## src/rtl/uart_pkg.sv

```systemverilog
// Shared UART definitions for the receive and transmit ends of the link.
//   rx_state_t     : receiver FSM state encoding
//   OVERSAMPLE_DEF : default sample_tick pulses per bit period
//   DATA_BITS_DEF  : default data bits per frame
//   PARITY_EVEN    : parity sense used by both transmitter and receiver
package uart_pkg;

    typedef enum logic [2:0] {
        IDLE   = 3'd0,
        START  = 3'd1,
        DATA   = 3'd2,
        PARITY = 3'd3,
        STOP   = 3'd4,
        BREAK  = 3'd5
    } rx_state_t;

    localparam int   OVERSAMPLE_DEF = 16;
    localparam int   DATA_BITS_DEF  = 8;
    localparam logic PARITY_EVEN    = 1'b1;

endpackage

```

## src/rtl/uart_rx_sync.sv

```systemverilog
// Two-flop synchronizer for the asynchronous serial line.
// Flops come out of reset at 1 so a reset never looks like a start bit.
//   clk : system clock
//   rst : synchronous, active-high reset
//   d   : asynchronous input (serial line)
//   q   : synchronized output
module uart_rx_sync (
    input  logic clk,
    input  logic rst,
    input  logic d,
    output logic q
);

    logic meta_r;
    logic sync_r;

    // Two-stage resynchronization chain, idle-high reset value.
    always_ff @(posedge clk) begin
        if (rst) begin
            meta_r <= 1'b1;
            sync_r <= 1'b1;
        end else begin
            meta_r <= d;
            sync_r <= meta_r;
        end
    end

    assign q = sync_r;

endmodule

```

## src/rtl/uart_receiver.sv

```systemverilog
// UART receiver: recovers 8N1/8E1 frames from an oversampled serial line.
// Start bit is validated at mid-bit, data is shifted in LSB-first, even
// parity (optional) and the stop bit are checked. Each frame is presented
// with a one-cycle rx_valid strobe; flags qualify the frame and hold until
// the next strobe.
//   clk         : system clock
//   rst         : synchronous, active-high reset
//   sample_tick : one-clk pulse at OVERSAMPLE x baud
//   rx_serial   : asynchronous serial line, idle high
//   parity_en   : frame carries an even-parity bit (latched at start accept)
//   rx_data     : last received byte
//   rx_valid    : one-clk pulse when rx_data and flags are updated
//   parity_err  : last frame parity mismatch (0 when parity disabled)
//   frame_err   : last frame stop bit sampled 0
//   busy        : receiver is inside a frame or waiting out a break
module uart_receiver
    import uart_pkg::*;
#(
    parameter int DATA_BITS  = DATA_BITS_DEF,
    parameter int OVERSAMPLE = OVERSAMPLE_DEF
) (
    input  logic                 clk,
    input  logic                 rst,
    input  logic                 sample_tick,
    input  logic                 rx_serial,
    input  logic                 parity_en,
    output logic [DATA_BITS-1:0] rx_data,
    output logic                 rx_valid,
    output logic                 parity_err,
    output logic                 frame_err,
    output logic                 busy
);

    localparam int SW = $clog2(OVERSAMPLE);
    localparam int BW = $clog2(DATA_BITS + 1);

    // Expected parity bit for a data word under the link's parity sense.
    function automatic logic parity_bit(input logic [DATA_BITS-1:0] d);
        return (^d) ^ ~PARITY_EVEN;
    endfunction

    logic                 rx_s;

    rx_state_t            state_r,      state_nxt;
    logic [SW-1:0]        sample_cnt_r, sample_cnt_nxt;
    logic [BW-1:0]        bit_cnt_r,    bit_cnt_nxt;
    logic [DATA_BITS-1:0] shift_r,      shift_nxt;
    logic                 par_en_r,     par_en_nxt;
    logic                 perr_r,       perr_nxt;
    logic                 deliver_s;
    logic                 half_s;
    logic                 full_s;

    logic [DATA_BITS-1:0] rx_data_r;
    logic                 rx_valid_r;
    logic                 parity_err_r;
    logic                 frame_err_r;
    logic                 busy_r;

    uart_rx_sync u_sync (
        .clk (clk),
        .rst (rst),
        .d   (rx_serial),
        .q   (rx_s)
    );

    // Start bit is judged half a bit after its falling edge; every later
    // sample is one full bit after the previous one, which keeps it mid-bit.
    assign half_s = (sample_cnt_r == SW'(OVERSAMPLE / 2 - 1));
    assign full_s = (sample_cnt_r == SW'(OVERSAMPLE - 1));

    // FSM state, counters and shift register.
    always_ff @(posedge clk) begin
        if (rst) begin
            state_r      <= IDLE;
            sample_cnt_r <= {SW{1'b0}};
            bit_cnt_r    <= {BW{1'b0}};
            shift_r      <= {DATA_BITS{1'b0}};
            par_en_r     <= 1'b0;
            perr_r       <= 1'b0;
        end else begin
            state_r      <= state_nxt;
            sample_cnt_r <= sample_cnt_nxt;
            bit_cnt_r    <= bit_cnt_nxt;
            shift_r      <= shift_nxt;
            par_en_r     <= par_en_nxt;
            perr_r       <= perr_nxt;
        end
    end

    // Next-state and datapath update; nothing moves without a sample tick.
    always_comb begin
        state_nxt      = state_r;
        sample_cnt_nxt = sample_cnt_r;
        bit_cnt_nxt    = bit_cnt_r;
        shift_nxt      = shift_r;
        par_en_nxt     = par_en_r;
        perr_nxt       = perr_r;
        deliver_s      = 1'b0;
        if (sample_tick) begin
            case (state_r)
                IDLE: begin
                    if (!rx_s) begin
                        state_nxt      = START;
                        sample_cnt_nxt = {SW{1'b0}};
                    end else begin
                        state_nxt = IDLE;
                    end
                end
                START: begin
                    if (half_s) begin
                        if (!rx_s) begin
                            state_nxt      = DATA;
                            sample_cnt_nxt = {SW{1'b0}};
                            bit_cnt_nxt    = {BW{1'b0}};
                            par_en_nxt     = parity_en;
                        end else begin
                            // Glitch shorter than half a bit: not a frame.
                            state_nxt = IDLE;
                        end
                    end else begin
                        sample_cnt_nxt = sample_cnt_r + SW'(1);
                    end
                end
                DATA: begin
                    if (full_s) begin
                        sample_cnt_nxt = {SW{1'b0}};
                        shift_nxt      = {rx_s, shift_r[DATA_BITS-1:1]};
                        bit_cnt_nxt    = bit_cnt_r + BW'(1);
                        if (bit_cnt_r == BW'(DATA_BITS - 1)) begin
                            state_nxt = par_en_r ? PARITY : STOP;
                        end else begin
                            state_nxt = DATA;
                        end
                    end else begin
                        sample_cnt_nxt = sample_cnt_r + SW'(1);
                    end
                end
                PARITY: begin
                    if (full_s) begin
                        sample_cnt_nxt = {SW{1'b0}};
                        perr_nxt       = parity_bit(shift_r) ^ rx_s;
                        state_nxt      = STOP;
                    end else begin
                        sample_cnt_nxt = sample_cnt_r + SW'(1);
                    end
                end
                STOP: begin
                    if (full_s) begin
                        sample_cnt_nxt = {SW{1'b0}};
                        deliver_s      = 1'b1;
                        // A low stop bit means the line may be in break; wait
                        // for it to return high so it cannot look like a start.
                        state_nxt      = rx_s ? IDLE : BREAK;
                    end else begin
                        sample_cnt_nxt = sample_cnt_r + SW'(1);
                    end
                end
                BREAK: begin
                    if (rx_s) begin
                        state_nxt = IDLE;
                    end else begin
                        state_nxt = BREAK;
                    end
                end
                default: begin
                    state_nxt      = IDLE;
                    sample_cnt_nxt = {SW{1'b0}};
                    bit_cnt_nxt    = {BW{1'b0}};
                end
            endcase
        end else begin
            state_nxt = state_r;
        end
    end

    // Registered host-side outputs; data and flags hold between strobes.
    always_ff @(posedge clk) begin
        if (rst) begin
            rx_data_r    <= {DATA_BITS{1'b0}};
            rx_valid_r   <= 1'b0;
            parity_err_r <= 1'b0;
            frame_err_r  <= 1'b0;
            busy_r       <= 1'b0;
        end else begin
            rx_valid_r <= deliver_s;
            busy_r     <= (state_r != IDLE);
            if (deliver_s) begin
                rx_data_r    <= shift_r;
                parity_err_r <= par_en_r & perr_r;
                frame_err_r  <= ~rx_s;
            end else begin
                rx_data_r    <= rx_data_r;
                parity_err_r <= parity_err_r;
                frame_err_r  <= frame_err_r;
            end
        end
    end

    assign rx_data    = rx_data_r;
    assign rx_valid   = rx_valid_r;
    assign parity_err = parity_err_r;
    assign frame_err  = frame_err_r;
    assign busy       = busy_r;

endmodule
```

## config.mk

```make
export PLATFORM = sky130hd
export DESIGN_NAME = uart_receiver
export DESIGN_NICKNAME = d
export VERILOG_FILES = /design/src/rtl/uart_pkg.sv /design/src/rtl/uart_rx_sync.sv /design/src/rtl/uart_receiver.sv
export SDC_FILE = /design/constraint.sdc
export NUM_CORES = 1
export LEC_CHECK = 0
export CORE_MARGIN = 5
export CORE_UTILIZATION = 56
export DETAILED_ROUTE_END_ITERATION = 8
export PLACE_DENSITY = 0.89
export RECOVER_POWER = 25
export SLEW_MARGIN = 0
export SYNTH_ARGS = -nofsm -noshare
export SYNTH_HDL_FRONTEND = slang
export SYNTH_HIERARCHICAL = 1
export SYNTH_SLANG_ARGS = --single-unit
```

## constraint.sdc

```tcl
create_clock -name clk -period 2.4 [get_ports clk]
set_clock_uncertainty 0.15 [all_clocks]
set_input_delay 0.36 -clock clk [delete_from_list [all_inputs] [get_ports clk]]
set_output_delay 0.36 -clock clk [all_outputs]
set_load 0.05 [all_outputs]
```

==> metrics <==
sequential power share 0.550; Hold Path Origin u_sync/meta_r; worst hold path type reg2reg; Tmin final 2.11 ns; Tot GR Track Use 0.181; DRC violations left 0; Critical Path Source Type flop; Buffers on Ports 16; leak pwr 0.668 nW; # setup viols final 0; Die Y-Extent 65.8 um; Sw Share 0.233; die area 0.00432 mm^2; most frequent cells after synthesis dfxtp_1, nor2_1, mux2i_1; antenna violations before repair 0; Placer Congestion 0.832; H-tree levels 2; fin nets 215; grt ovf 0; mux share of post-synthesis cell area 0.104; Syn-to-layout area delta 13.3%; Hold Path Sink u_sync/q; cts repair resizes 0; syn_area_per_cell 9.11 um^2; Total Neg Setup Slack 0 ns; wire per inst 13.7 um; pin count of the biggest net entering global routing 19; top achievable clock speed 473 MHz; synthesized area 0.00174 mm^2; Worst-Margin Slew 0.683 ns; cell-internal power 0.000832 W; RR Startpoint sample_cnt_r[0]; Primary FF master, synth dfxtp_1; ranking of synthesized cells by area dfxtp_1, mux2i_1, nor2_1, a21oi_1, nand2_1; Synth Area in Adders 0.0144; Max clock buf depth 2; Max stage delay on crit path 0.42 ns; critical path arrival 2.22 ns; Final period util 0.880; core area 0.00303 mm^2; post-route cell area 0.00197 mm^2; crit-path most repeated cell or3_1; CP Cell Sequence ha_1 -> and3b_1 -> or3_1 -> o2111ai_2 -> or3_1 -> a21oi_1; I/O pin cnt 17; status completed; first-pass GRT wire length 6.07 mm; drt first pass iters 4; R2R Setup Slk 0.29 ns; Yosys top cell area share 0.403; Synth Warn # 6; CP required 2.51 ns; count of hold-fix buffers inserted at cts 0; Cell Area, Placed 0.00191 mm^2; RR Endpoint state_r[0]; first-iteration detailed-routing DRC count 155; Max Cap Violations 0; main combinational cell family by area after synthesis simple AND/OR/NAND/NOR gates; Initial Utilization 0.575; fraction of synthesis flops using an asynchronous set or reset pin 0; Slew Limit Headroom 0.543; Worst Setup SP sample_cnt_r[0]; Max Slew Vio Count 0; xor and xnor area share after synthesis 0.0431; Seq cells post-synth 35; PwrDens 551 mW/mm^2; Site Rows 20; Crit Path Category reg2reg; Max Fanout on Critical Path 6; complex-gate fraction of the synthesized area 0.131; # diodes 0; Routed WL 3.46 mm; CTS Sinks 35; Post-Synthesis Cells 191; hold path depth 1; Worst VDD drop 548 uV; area share of and/or/nand/nor cells after synthesis 0.256; final hold violations 0; Clk network pwr share 0.378; vias post-DR 1,392; combinational group share of total power 0.072; RSZ-0062 raised after global routing no; Register-to-Register Path Depth 6; Clk pin slew, worst setup/hold paths 0.11 ns; postcts setup bufs 0; CTS tree done; Num CTS Buffers 5; Post-synth EDFFs 0; most instantiated library cell after synthesis dfxtp_1; share of post-route cells with drive strength above 1 0.0865; Antenna Nets Post-Route 0; Synth cell types 51; HPWL Detailed 2.48 mm; vias per cell 5.52; vias in the first global route 1,413; Syn Nets 198; Max stage delay cell, worst path dfxtp_1; Yosys top cell by area dfxtp_1; clk root buf clkbuf_4; register area share after synthesis 0.403; chip width 65.8 um; Worst-Skew Late Latency 0.33 ns; Crit. End Element flop; Psw 0.000254 W
[placed cells by master (no fill, tap or decap), drive strengths merged, types with 2 or more instances in the layout]
master / count
a211oi: 2
a21o: 2
a21oi: 11
a31oi: 2
and2: 2
buf: 3
clkbuf: 7
clkdlybuf4s50: 13
dfxtp: 35
dlygate4sd3: 3
ha: 2
mux2i: 18
nand2: 13
nand2b: 4
nand3: 6
nand3b: 2
nand4: 3
nor2: 26
nor2b: 6
nor3: 5
nor4b: 2
o2111ai: 3
o211ai: 2
o21ai: 9
or2: 4
or3: 4
xnor2: 5
[state kept, by name, indices dropped and copies added (netlist names)]
name           cells
u_sync/q           1
u_sync/meta_r      1
parity_err         1
busy               1
sample_cnt_r       4
bit_cnt_r          4
par_en_r           1
rx_valid           1
shift_r            8
state_r            3
perr_r             1
rx_data            8
frame_err          1
[per-layer routing]
| metal | track usage | up-vias | share of wire |
|---|---|---|---|
| met1 | 0.207 | 658 | 0.43 |
| met3 | 0.0427 | 4 | 0.028 |
| met4 | 0.0674 | 0 | 0.011 |
| met2 | 0.323 | 21 | 0.53 |
| li1 | - | 709 | - |
| met5 | 0 | - | 0 |
[critical path: cells and delay by family (launching register included)]
kind            cells  cell delay [ns]
simple gates        3             0.84
compound gates      2             0.35
fa+ha+maj           1             0.29
flops               1             0.42
[layout make-up]
cell class              instances  area (um^2)
fillers                       251         1060
multi-input cells             144          947
flip-flops and latches         35          701
repair buffers                 21          190
well taps                      44         55.1
clock buffers                   5         37.5
clock inverters                 2         37.5
inverters                       1         3.75
[per-stage QoR]
| stage | total power [W] | cells | utilization | worst slack [ns] | hold slack [ns] |
|---|---|---|---|---|---|
| 2_1_floorplan | 0.000671 | 191 | - | 0.605 | 0.233 |
| 3_3_place_gp | 0.000688 | 245 | 0.631 | 0.393 | 0.239 |
| 3_5_place_dp | 0.000691 | 245 | 0.631 | 0.354 | 0.245 |
| 4_1_cts | 0.00109 | 252 | 0.656 | 0.326 | 0.270 |
| 5_1_grt | 0.00113 | 252 | 0.651 | 0.146 | 0.298 |
| 6_report | 0.00109 | 252 | 0.651 | 0.287 | 0.268 |
[cells by family (layout without fill, tap and decap cells)]
kind of cell	count (synthesis)	in the layout
xor+xnor	7	7
mux	18	18
fa+ha+maj	2	2
buf+inv	12	29
compound gates	35	35
simple gates	82	82
flops	35	35
[power by group through the flow]
stage	logic, W	registers (W)	clock network, W
detailed placement	0.0000800	0.000611	0
finish	0.0000778	0.000598	0.000410
CTS	0.0000802	0.000598	0.000415
global placement	0.0000781	0.000610	0
global route	0.0000857	0.000600	0.000440
floorplan	0.0000624	0.000609	0
[worst max-delay path by stage]
stage | depth (start not counted) | slack (ns) | end
after CTS | 6 | 0.33 | state_r[0]
final | 6 | 0.29 | state_r[0]
after floorplan | 6 | 0.60 | state_r[0]
after global routing | 6 | 0.15 | state_r[1]
after detailed placement | 6 | 0.35 | state_r[0]
after global placement | 6 | 0.39 | rx_data[1]
(Power assumes the default switching activity.)
